### src/rtl/lsu_mem_if.sv
// Load/store unit: turns a core load/store into one req/ack word access on the
// data bus, stalling the core until it completes, faults, or times out.
module lsu_mem_if #(
  parameter int unsigned ACK_TIMEOUT = 16,
  parameter int unsigned TMO_W       = 5
) (
  input  logic        clk,
  input  logic        rst_n,
  input  logic        mem_read,
  input  logic        mem_write,
  input  logic [2:0]  funct3,
  input  logic [31:0] addr,
  input  logic [31:0] w_data,
  output logic [31:0] r_data,
  output logic        stall,
  output logic        done,
  output logic        access_err,
  output logic        bus_err,
  output logic        bus_req,
  output logic        bus_we,
  output logic [31:0] bus_addr,
  output logic [31:0] bus_wdata,
  output logic [3:0]  bus_wstrb,
  input  logic        bus_ack,
  input  logic [31:0] bus_rdata
);

  typedef enum logic [1:0] {IDLE, REQ, DONE} state_e;

  state_e           state_q, state_d;
  logic [TMO_W-1:0] cnt_q, cnt_d;
  logic [31:0]      r_data_q, r_data_d;
  logic [31:0]      bus_addr_q, bus_addr_d;
  logic [31:0]      bus_wdata_q, bus_wdata_d;
  logic [3:0]       bus_wstrb_q, bus_wstrb_d;
  logic             bus_we_q, bus_we_d;
  logic [2:0]       f3_q, f3_d;
  logic [1:0]       off_q, off_d;
  logic             aerr_q, aerr_d;
  logic             berr_q, berr_d;

  logic             req_any;
  logic             f3_ok;
  logic             aligned;
  logic             timeout_hit;
  logic [31:0]      wdata_lane;
  logic [3:0]       wstrb_lane;

  function automatic logic [31:0] load_extract(input logic [2:0]  f3,
                                               input logic [1:0]  off,
                                               input logic [31:0] word);
    logic [7:0]  b;
    logic [15:0] h;
    b = word[{off, 3'b000} +: 8];
    h = off[1] ? word[31:16] : word[15:0];
    case (f3)
      3'b000:  return {{24{b[7]}}, b};
      3'b001:  return {{16{h[15]}}, h};
      3'b100:  return {24'h0, b};
      3'b101:  return {16'h0, h};
      default: return word;
    endcase
  endfunction

  assign req_any = mem_read | mem_write;
  // Stores only know B/H/W; loads additionally accept the unsigned variants.
  assign f3_ok   = mem_write ? (funct3 inside {3'b000, 3'b001, 3'b010})
                             : (funct3 inside {3'b000, 3'b001, 3'b010, 3'b100, 3'b101});
  assign aligned = (funct3[1:0] == 2'b00) ||
                   (funct3[1:0] == 2'b01 && !addr[0]) ||
                   (addr[1:0] == 2'b00);
  assign timeout_hit = (ACK_TIMEOUT != 0) && (cnt_q == TMO_W'(ACK_TIMEOUT - 1));

  always_comb begin
    case (funct3[1:0])
      2'b00: begin
        wdata_lane = {4{w_data[7:0]}};
        wstrb_lane = 4'b0001 << addr[1:0];
      end
      2'b01: begin
        wdata_lane = {2{w_data[15:0]}};
        wstrb_lane = addr[1] ? 4'b1100 : 4'b0011;
      end
      default: begin
        wdata_lane = w_data;
        wstrb_lane = 4'b1111;
      end
    endcase
  end

  always_comb begin
    // NOTE: every *_d gets a default first so no path leaves one unassigned (no latches).
    state_d     = state_q;
    cnt_d       = cnt_q;
    r_data_d    = r_data_q;
    bus_addr_d  = bus_addr_q;
    bus_wdata_d = bus_wdata_q;
    bus_wstrb_d = bus_wstrb_q;
    bus_we_d    = bus_we_q;
    f3_d        = f3_q;
    off_d       = off_q;
    aerr_d      = 1'b0;
    berr_d      = 1'b0;

    case (state_q)
      IDLE: begin
        if (req_any) begin
          if (!f3_ok || !aligned) begin
            aerr_d  = 1'b1;
            state_d = DONE;
          end else begin
            bus_addr_d  = {addr[31:2], 2'b00};
            bus_we_d    = mem_write;
            bus_wdata_d = wdata_lane;
            bus_wstrb_d = mem_write ? wstrb_lane : 4'b0000;
            f3_d        = funct3;
            off_d       = addr[1:0];
            cnt_d       = '0;
            state_d     = REQ;
          end
        end
      end
      REQ: begin
        if (bus_ack || timeout_hit) begin
          if (!bus_we_q) r_data_d = bus_ack ? load_extract(f3_q, off_q, bus_rdata) : 32'h0;
          berr_d      = !bus_ack;
          bus_we_d    = 1'b0;
          bus_wstrb_d = 4'b0000;
          state_d     = DONE;
        end else begin
          cnt_d = cnt_q + TMO_W'(1);
        end
      end
      DONE:    state_d = IDLE;
      default: state_d = IDLE;
    endcase
  end

  // NOTE: state uses non-blocking assignments so all flops update together at the edge.
  always_ff @(posedge clk or negedge rst_n) begin
    if (!rst_n) begin
      state_q     <= IDLE;
      cnt_q       <= '0;
      r_data_q    <= 32'h0;
      bus_addr_q  <= 32'h0;
      bus_wdata_q <= 32'h0;
      bus_wstrb_q <= 4'b0000;
      bus_we_q    <= 1'b0;
      f3_q        <= 3'b000;
      off_q       <= 2'b00;
      aerr_q      <= 1'b0;
      berr_q      <= 1'b0;
    end else begin
      state_q     <= state_d;
      cnt_q       <= cnt_d;
      r_data_q    <= r_data_d;
      bus_addr_q  <= bus_addr_d;
      bus_wdata_q <= bus_wdata_d;
      bus_wstrb_q <= bus_wstrb_d;
      bus_we_q    <= bus_we_d;
      f3_q        <= f3_d;
      off_q       <= off_d;
      aerr_q      <= aerr_d;
      berr_q      <= berr_d;
    end
  end

  // bus_req and stall decode straight from state so an async reset drops them at once.
  assign bus_req    = (state_q == REQ);
  assign stall      = ((state_q == IDLE) && req_any) || (state_q == REQ);
  assign done       = (state_q == DONE);
  assign access_err = aerr_q;
  assign bus_err    = berr_q;
  assign r_data     = r_data_q;
  assign bus_we     = bus_we_q;
  assign bus_addr   = bus_addr_q;
  assign bus_wdata  = bus_wdata_q;
  assign bus_wstrb  = bus_wstrb_q;

endmodule

### config.mk
export PLATFORM = sky130hd
export DESIGN_NAME = lsu_mem_if
export DESIGN_NICKNAME = d
export VERILOG_FILES = /design/src/rtl/lsu_mem_if.sv
export SDC_FILE = /design/constraint.sdc
export NUM_CORES = 1
export LEC_CHECK = 0
export ABC_AREA = 1
export BUFFER_PORTS_ARGS = -buffer_cell sky130_fd_sc_hd__buf_2
export CORE_MARGIN = 1.5
export CORE_UTILIZATION = 53
export DETAILED_ROUTE_END_ITERATION = 10
export PLACE_DENSITY = 0.92
export REMOVE_ABC_BUFFERS = 1
export SLEW_MARGIN = 5
export SYNTH_ARGS = -nofsm -noshare
export SYNTH_HDL_FRONTEND = slang
export SYNTH_SLANG_ARGS = --single-unit
export TNS_END_PERCENT = 1
### constraint.sdc
create_clock -name clk -period 4 [get_ports clk]
set_input_delay 0.6 -clock clk [delete_from_list [all_inputs] [get_ports clk]]
set_output_delay 0.6 -clock clk [all_outputs]
set_load 0.02 [all_outputs]
Word-level counts from Yosys, hierarchy flattened
Index checks and enable logic that the tools add are counted.
- shifts and indexed selects: 2
- bitwise operators: 3
- $add $sub $neg: 1
- eq/ne operators: 15
- reduce and logical (&&, ||, !) cells: 24
- mux-type cells: 29
- operators by type and width (kind ; number):
    32-bit one-hot mux with 4 select lines ; 1
    32-bit one-hot mux with 2 select lines ; 1
    32-bit 2-to-1 mux ; 1
    32-bit by 6-bit variable part select with 8-bit output ; 1
    4-bit 2-to-1 mux ; 5
    16-bit 2-to-1 mux ; 1
    4-bit one-hot mux with 2 select lines ; 2
    5-bit 2-to-1 mux ; 3
    3-bit equality test, second input constant ; 4
    5-bit one-hot mux with 2 select lines ; 1
    1-bit 2-to-1 mux ; 9
    4-bit AND reduction ; 2
    3-bit by 1-bit equality test with 1-bit output, second input constant ; 2
    2-bit logical NOT ; 3
    3-bit logical NOT ; 2
    2-bit 2-to-1 mux ; 3
    2-bit != test, second input constant ; 3
    3-bit AND reduction ; 2
    5-bit by 1-bit adder with 5-bit output, second input constant ; 1
    5-bit by 4-bit equality test with 1-bit output, second input constant ; 1
    1-bit logical OR ; 5
    5-bit nonzero test ; 1
    2-bit by 1-bit equality test with 1-bit output, second input constant ; 2
    1-bit logical NOT ; 4
    12 further kinds ; 14
- flip-flop bits (word level): 113
- logic and storage cells: 85
- output and inout bits: 106

Longest topological paths before layout
Gate-level depths: netlist of run 1.
- depth in word-level cells: 9
- gate-level depth with buffers: 11
- gate-level depth less buffers: 11

Worst setup path after synthesis of run 1
No wires, ideal clock.
- kind: reg2reg
- start point: register cnt_q[0]
- end point: register bus_we_q, in the netlist bus_we
- slack: 2.281 ns
- stages on the path, launching flop included: 12
- arrival time: 1.654 ns
- cells stage by stage: dfrtp_1 ha_1 nand2_1 nor2_1 ha_1 nor2_1 nand2_1 nand2_1 inv_1 nand2_1 nand2_1 nand2_1
- word-level cells in the longest chain between the ends: 4
- RTL lines (item ; line ; RTL):
    from (decl) ; 31 ; logic [TMO_W-1:0] cnt_q, cnt_d;
    from (signal assigned) ; 155 ; cnt_q <= cnt_d;
    5-bit by 4-bit equality test with 1-bit output ; 72 ; assign timeout_hit = (ACK_TIMEOUT != 0) && (cnt_q == TMO_W'(ACK_TIMEOUT - 1));
    1-bit logical OR ; 124 ; if (bus_ack || timeout_hit) begin
    2-bit by 1-bit != test with 1-bit output (no line) ; n/a ;
    4-bit AND reduction (no line) ; n/a ;
    to (signal assigned) ; 160 ; bus_we_q <= bus_we_d;
    to (decl) ; 36 ; logic bus_we_q, bus_we_d;
No other way between the ends.
A chain may end at the register's enable or synchronous reset.

Worst setup path after layout of run 1
- start point: input funct3[1]
- end point: register bus_wdata_q[27], in the netlist bus_wdata[27]
- word-level cells in the longest chain between the ends: 8
- elaborated cells between the ends (all ways): 19
- classes of those cells: eq/ne (5); mux (2); bitwise (1); reduce/logical (11)
- RTL lines (item ; line ; RTL):
    from (decl) ; 11 ; input logic [2:0] funct3,
    parallel branches: the longest is 8 deep, another holds 5-bit nonzero test ; n/a ;
    to (signal assigned) ; 158 ; bus_wdata_q <= bus_wdata_d;
    to (decl) ; 34 ; logic [31:0] bus_wdata_q, bus_wdata_d;
Several ways; the timed one is not identified.

==> results of run 1 <==
-- placed cells by master, fill, tap and decap left out --
cell type and instances:
nor2_4 1, clkinvlp_4 2, a21oi_1 31, clkinv_2 2, inv_8 1, nand2_1 292, clkinv_4 4, nand3_2 1
nor2_1 43, nand3_4 1, conb_1 2, o21ai_0 73, inv_1 31, o22ai_1 1, inv_2 5, buf_4 7
clkinv_1 2, xor2_1 1, diode_2 4, nand2_2 2, clkbuf_8 1, dfrtp_1 113, ha_1 2, clkbuf_16 16
inv_6 6, nor3b_1 2, nand3_1 39, nor3_1 7, buf_2 206, o21ai_1 12, nor3_2 1, o21ai_2 2
-- through the flow --
stage	cell area (um2)	total power [mW]	util, %	setup slack (ns)	cells
after floorplan	5170	3.48	-	0.251	664
after global placement	6430	4.32	65.8	1.33	1010
after detailed placement	6430	4.39	65.8	1.23	1010
after CTS	6970	5.78	71.3	1.73	1042
after global routing	6980	6.12	71.4	1.47	1046
final	6980	5.77	71.4	1.69	1046
-- state kept, by name, summed over array words and instances, names as in the netlist --
signal      count
bus_addr       30
bus_err         1
r_data         32
bus_wdata      32
cnt_q           5
state_q         2
bus_wstrb       4
off_q           2
f3_q            3
bus_we          1
access_err      1
-- cells by family (layout without fill, tap and decap cells) --
group / after synthesis / in the layout / synth area share [%]
AND/OR/NAND/NOR: 389 / 389 / 28.9
AO/OA/AOI/OAI: 119 / 119 / 11.3
flip-flops: 113 / 113 / 52.7
buffers and inverters: 73 / 283 / 6.35
adder cells (fa/ha/maj): 2 / 2 / 0.467
other: 1 / 6 / 0.0699
XOR/XNOR: 1 / 1 / 0.163
-- layout make-up --
type                            count  area [um2]  share of cell area [%]
Antenna cell                        4        10.0                   0.143
Clock buffer                       17         414                    5.94
Clock inverter                     15         124                    1.78
Inverter                           38         143                    2.04
Multi-Input combinational cell    513        2210                    31.7
Sequential cell                   113        2830                    40.5
Tap cell                          133         166                    2.38
Timing Repair Buffer              213        1080                    15.5
-- report_power, final --
group | internal [mW] | switching, mW | total, mW
clock | 0.776 | 0.581 | 1.36
combinational | 0.755 | 1.64 | 2.40
sequential | 1.67 | 0.345 | 2.02
total | 3.20 | 2.57 | 5.77
-- layer usage --
layer	part of all wire, %	vias up	global-route usage, %
li1	-	2621	-
met1	39	2516	35.5
met2	48	300	47.7
met3	9.4	43	8.87
met4	3.4	0	13.5
met5	0	-	0
-- worst max-delay path: stages --
cell	delay [ns]
buf_2	0.49
inv_2	0.23
o21ai_1	0.14
nand2_1	0.13
nand3_4	0.17
buf_4	0.64
o21ai_0	0.21
-- how the worst min path moves through the flow --
stage	startpoint	to	slack, ns	cells after the start
global placement	bus_wstrb[0]$_DFFE_PN0P_	bus_wstrb[0]$_DFFE_PN0P_	0.45	2
finish	rst_n	r_data[12]$_DFFE_PN0P_	0.22	1
global route	addr[11]	bus_addr[11]$_DFFE_PN0P_	0.27	3
detailed placement	bus_addr[9]$_DFFE_PN0P_	bus_addr[9]$_DFFE_PN0P_	0.46	2
CTS	rst_n	r_data[10]$_DFFE_PN0P_	0.23	1
floorplan	rst_n	access_err$_DFF_PN0_	0.30	0
==> out/metrics.yaml, run 1 <==
run_status:
  status: "completed"
logic_synthesis:
  netlist_top_cells_count: "nand2_1 (292), dfrtp_1 (113), o21ai_0 (73)"
  synthDistinctLibCells: 25
  seq_area_frac_synth_pct: 52.7
  synth_area_per_cell_um2: 7.68
  ys_warn_count: 0
  synth_top_area_cell: "dfrtp_1"
  synth_edf_count: 0
  synth_top_area_share_pct: 52.7
  synth_area_leaders: "dfrtp_1 (53%), nand2_1 (20%), o21ai_0 (6.8%)"
  synth_ff_type: "dfrtp_1"
  syn_inst: 698
  synth_area_um2: 5360
  ys_async_sr_fraction_pct: 100
  synthMostInstantiatedCell: "nand2_1"
  synth_seq_cells: 113
sta:
  setup_viol: 0
  relSlewSlack_pct: 40.0
  rsz0062_at_grt: "false"
  tns_ns: 0
  clock_skew_ns: 0.0166
  hold_viol: 0
  fmaxAchievable_ghz: 0.433
  slew_violations: 0
  fin_crit_sh_pct: 57.8
  hold_slack_ns: 0.220
  tightest_slew_ns: 0.900
  min_period_ns: 2.31
detailed_routing:
  drc_errors: 0
  num_vias: 5480
  drt_iter0_markers: 378
  post_drt_wl_per_cell_um: 14.7
  ant_nets: 0
  routed_wl_um: 15400
  viasPerCell: 5.24
  firstDrtPassIters: 5
critical_path:
  reg2reg_slack_ns: 1.76
  cp.arrival_ns: 2.66
  r2r_cells: 4
  cp-endpoint: "bus_wdata[27]$_DFFE_PN0P_"
  critPathLaunch: "funct3[1]"
  crit_path_end_kind: "register"
  r2r-start: "f3_q[1]$_DFFE_PN0P_"
  required_ns: 4.35
  rr_endpoint: "r_data[9]$_DFFE_PN0P_"
  crit_path_max_fanout: 89
  start_kind: "input port"
  crit_type: "in2reg"
power_and_ir_drop:
  peakVddDrop_v: 0.000494
  p_per_area_nw_per_um2: 827
  p_leak_nw: 3.96
global_route:
  grt_usage_pct: 29.1
  grt_pass1_wl_um: 24700
  grt_overflow_total: 0
  grt_max_degree: 90
  antenna_found_initial: 4
  grt_pass1_vias: 5055
place:
  port_buffers: 207
  hpwl_um: 10800
  place_congestion: 0.886
finish:
  n_fill_cell: 746
  nets: 1002
  syn_to_final_growth_pct: 30.2
  drive_gt1_share_pct: 28.4
cts:
  cts_buffer_depth: 2
  clkSinkCount: 113
  cts_resized: 0
  holdBufCountCts: 0
  cts.clk_slew.worst_paths_ns: 0.06
  cts_made_buffers: 17
  cts_tree: "yes"
  postCtsSetupRepairBufs: 0
  clk_latency_ns: 0.51
  h-tree-depth: 4
  root_buffer: "clkbuf_8"
flow_run:
  cap_violations: 0
floorplanning:
  dieArea_um2: 10700
  die_h_um: 104
  start_util_pct: 54.9
  coreArea_um2: 9770
  die_w_um: 104
  rows: 36
  num_io_pins: 210
min_path:
  holdCritPathClass: "in2async"
Power figures use the tool's default switching activity.
==> run 2: changes to the inputs <==
CORE_UTILIZATION = 44   (was 53)
PLACE_DENSITY = 0.82   (was 0.92)
clock period = 2.1 ns   (was 4 ns; I/O delays follow)
==> run 2 against run 1 <==
Sequential cell count is the same. First-iteration DRC count is 34% higher. Clock power rose by 110%. Combinational power increased by 92%. Sequential power is 89% higher. Register-to-register slack got worse by 1.5 ns. Largest cell class unchanged.
==> out/metrics.yaml, run 2 (synthesized netlist as in run 1, its figures left out) <==
cts:
  cts_tree: "yes"
  root_buffer: "clkbuf_16"
  cts_made_buffers: 17
  h-tree-depth: 4
  clk_latency_ns: 0.41
  clkSinkCount: 113
  cts_buffer_depth: 2
  cts.clk_slew.worst_paths_ns: 0.05
critical_path:
  crit_type: "reg2reg"
  r2r-start: "state_q[0]$_DFFE_PN0P_"
  r2r_cells: 8
  crit_path_max_fanout: 100
  cp.arrival_ns: 2.16
  start_kind: "register"
  crit_path_end_kind: "register"
  required_ns: 2.39
  rr_endpoint: "cnt_q[2]$_DFFE_PN0P_"
  reg2reg_slack_ns: 0.23
place:
  hpwl_um: 11300
  dp_slack_ns: 0.0494
  port_buffers: 207
  placed_area_um2: 6550
  place_congestion: 0.875
floorplanning:
  die_h_um: 113
  coreArea_um2: 12000
  rows: 40
  die_w_um: 113
  start_util_pct: 44.8
  dieArea_um2: 12900
  num_io_pins: 210
sta:
  relSlewSlack_pct: 41.3
  tightest_slew_ns: 0.880
  hold_viol: 0
  clock_skew_ns: 0.00821
  rsz0062_at_grt: "false"
  min_period_ns: 1.87
  fmaxAchievable_ghz: 0.536
  fin_crit_sh_pct: 88.9
  setup_ws_ns: 0.233
  slew_violations: 0
  setup_viol: 0
  hold_slack_ns: 0.0961
power_and_ir_drop:
  peakVddDrop_v: 0.000942
  p_per_area_nw_per_um2: 1580
  p_leak_nw: 4.05
detailed_routing:
  post_drt_wl_per_cell_um: 14.6
  viasPerCell: 5.05
  firstDrtPassIters: 5
  drt_iter0_markers: 508
  routed_wl_um: 15500
  ant_nets: 0
  drc_errors: 0
  num_vias: 5363
global_route:
  grt_max_degree: 101
  grt_overflow_total: 0
  grt_pass1_wl_um: 25100
  grt_usage_pct: 25.1
  antenna_found_initial: 1
  grt_pass1_vias: 5197
finish:
  final_common_cell: "nand2_1"
  drive_gt1_share_pct: 28.7
  nets: 1011
  final_cell_area_um2: 7160
  finalCoreUtilization_pct: 59.8
  syn_to_final_growth_pct: 33.5
  final_cell_mix: "nand2_1 (291), buf_2 (206), dfrtp_1 (113)"
  n_fill_cell: 1064
min_path:
  min_path_cells: 3
  holdCritPathClass: "in2reg"
  holdCritStartpoint: "addr[26]"
  hold_end: "bus_addr[26]$_DFFE_PN0P_"
flow_run:
  cap_violations: 0
run_status:
  status: "completed"
==> run 2: cell types whose count changed in the layout (fill, tap and decap cells not counted), sizes merged <==
cell	previous run	this run
buf	213	221
clkbuf	17	23
clkinv	8	5
bufinv	0	3
dlygate4sd3	0	1
clkinvlp	2	0
diode	4	1
inv	43	36
==> run 2: repair_timing <==
item,in CTS,in global routing
endpoints found under the hold margin,13,0
setup buffers,0,0
endpoints found under the setup margin,0,5
hold buffers,1,0
resized for setup,0,2
==> run 2: cell type report <==
| class | instances | area (um2) | share of cell area, % |
|---|---|---|---|
| antenna | 1 | 2.50 | 0.0350 |
| clock buffer | 23 | 488 | 6.82 |
| clock inverter | 6 | 105 | 1.47 |
| inverter | 38 | 143 | 1.99 |
| multi-input combinational | 513 | 2210 | 30.9 |
| sequential | 113 | 2830 | 39.5 |
| tap | 147 | 184 | 2.57 |
| timing repair buffer | 222 | 1190 | 16.6 |
==> run 2: critical path, cell delays in order, from the launching register on <==
cell     delay [ns]
dfrtp_1        0.39
inv_1          0.06
nand2_1        0.08
nor2_1         0.09
nand3_4        0.09
buf_4          0.69
nand2_2        0.18
nand2_1        0.11
nand2_1        0.05
==> run 2: through the flow <==
step	total power [mW]	TNS [ns]	instances
final	11.3	0	1063
after global routing	12.1	0	1062
after CTS	11.4	0	1062
after detailed placement	8.43	0	1032
after global placement	8.30	0	1032
after floorplan	6.63	-79.78	664
==> run 2: worst max path at each step <==
stage / end / slack [ns] / startpoint / cells after the start
after floorplan: bus_addr[10]$_DFFE_PN0P_ / -1.37 / state_q[1]$_DFFE_PN0P_ / 7
after global placement: cnt_q[3]$_DFFE_PN0P_ / 0.11 / mem_write / 9
after detailed placement: cnt_q[2]$_DFFE_PN0P_ / 0.05 / mem_write / 9
after CTS: bus_wstrb[2]$_DFFE_PN0P_ / 0.09 / cnt_q[0]$_DFFE_PN0P_ / 11
after global routing: bus_wstrb[2]$_DFFE_PN0P_ / 0.04 / cnt_q[0]$_DFFE_PN0P_ / 11
final: cnt_q[2]$_DFFE_PN0P_ / 0.23 / state_q[0]$_DFFE_PN0P_ / 8
==> run 2: per-layer routing <==
metal	track usage, %	vias to the layer above	wire length [um]	part of all wire (%)
li1	-	2633	-	-
met1	30.3	2442	6360	41
met2	42.3	262	7490	48
met3	7.60	26	1420	9.2
met4	10.0	0	257	1.7
met5	0	-	0	0
==> run 2: power breakdown <==
| part | internal, mW | switching [mW] | total (mW) |
|---|---|---|---|
| Sequential | 3.19 | 0.619 | 3.81 |
| Combinational | 1.49 | 3.13 | 4.61 |
| Clock | 1.96 | 0.931 | 2.89 |
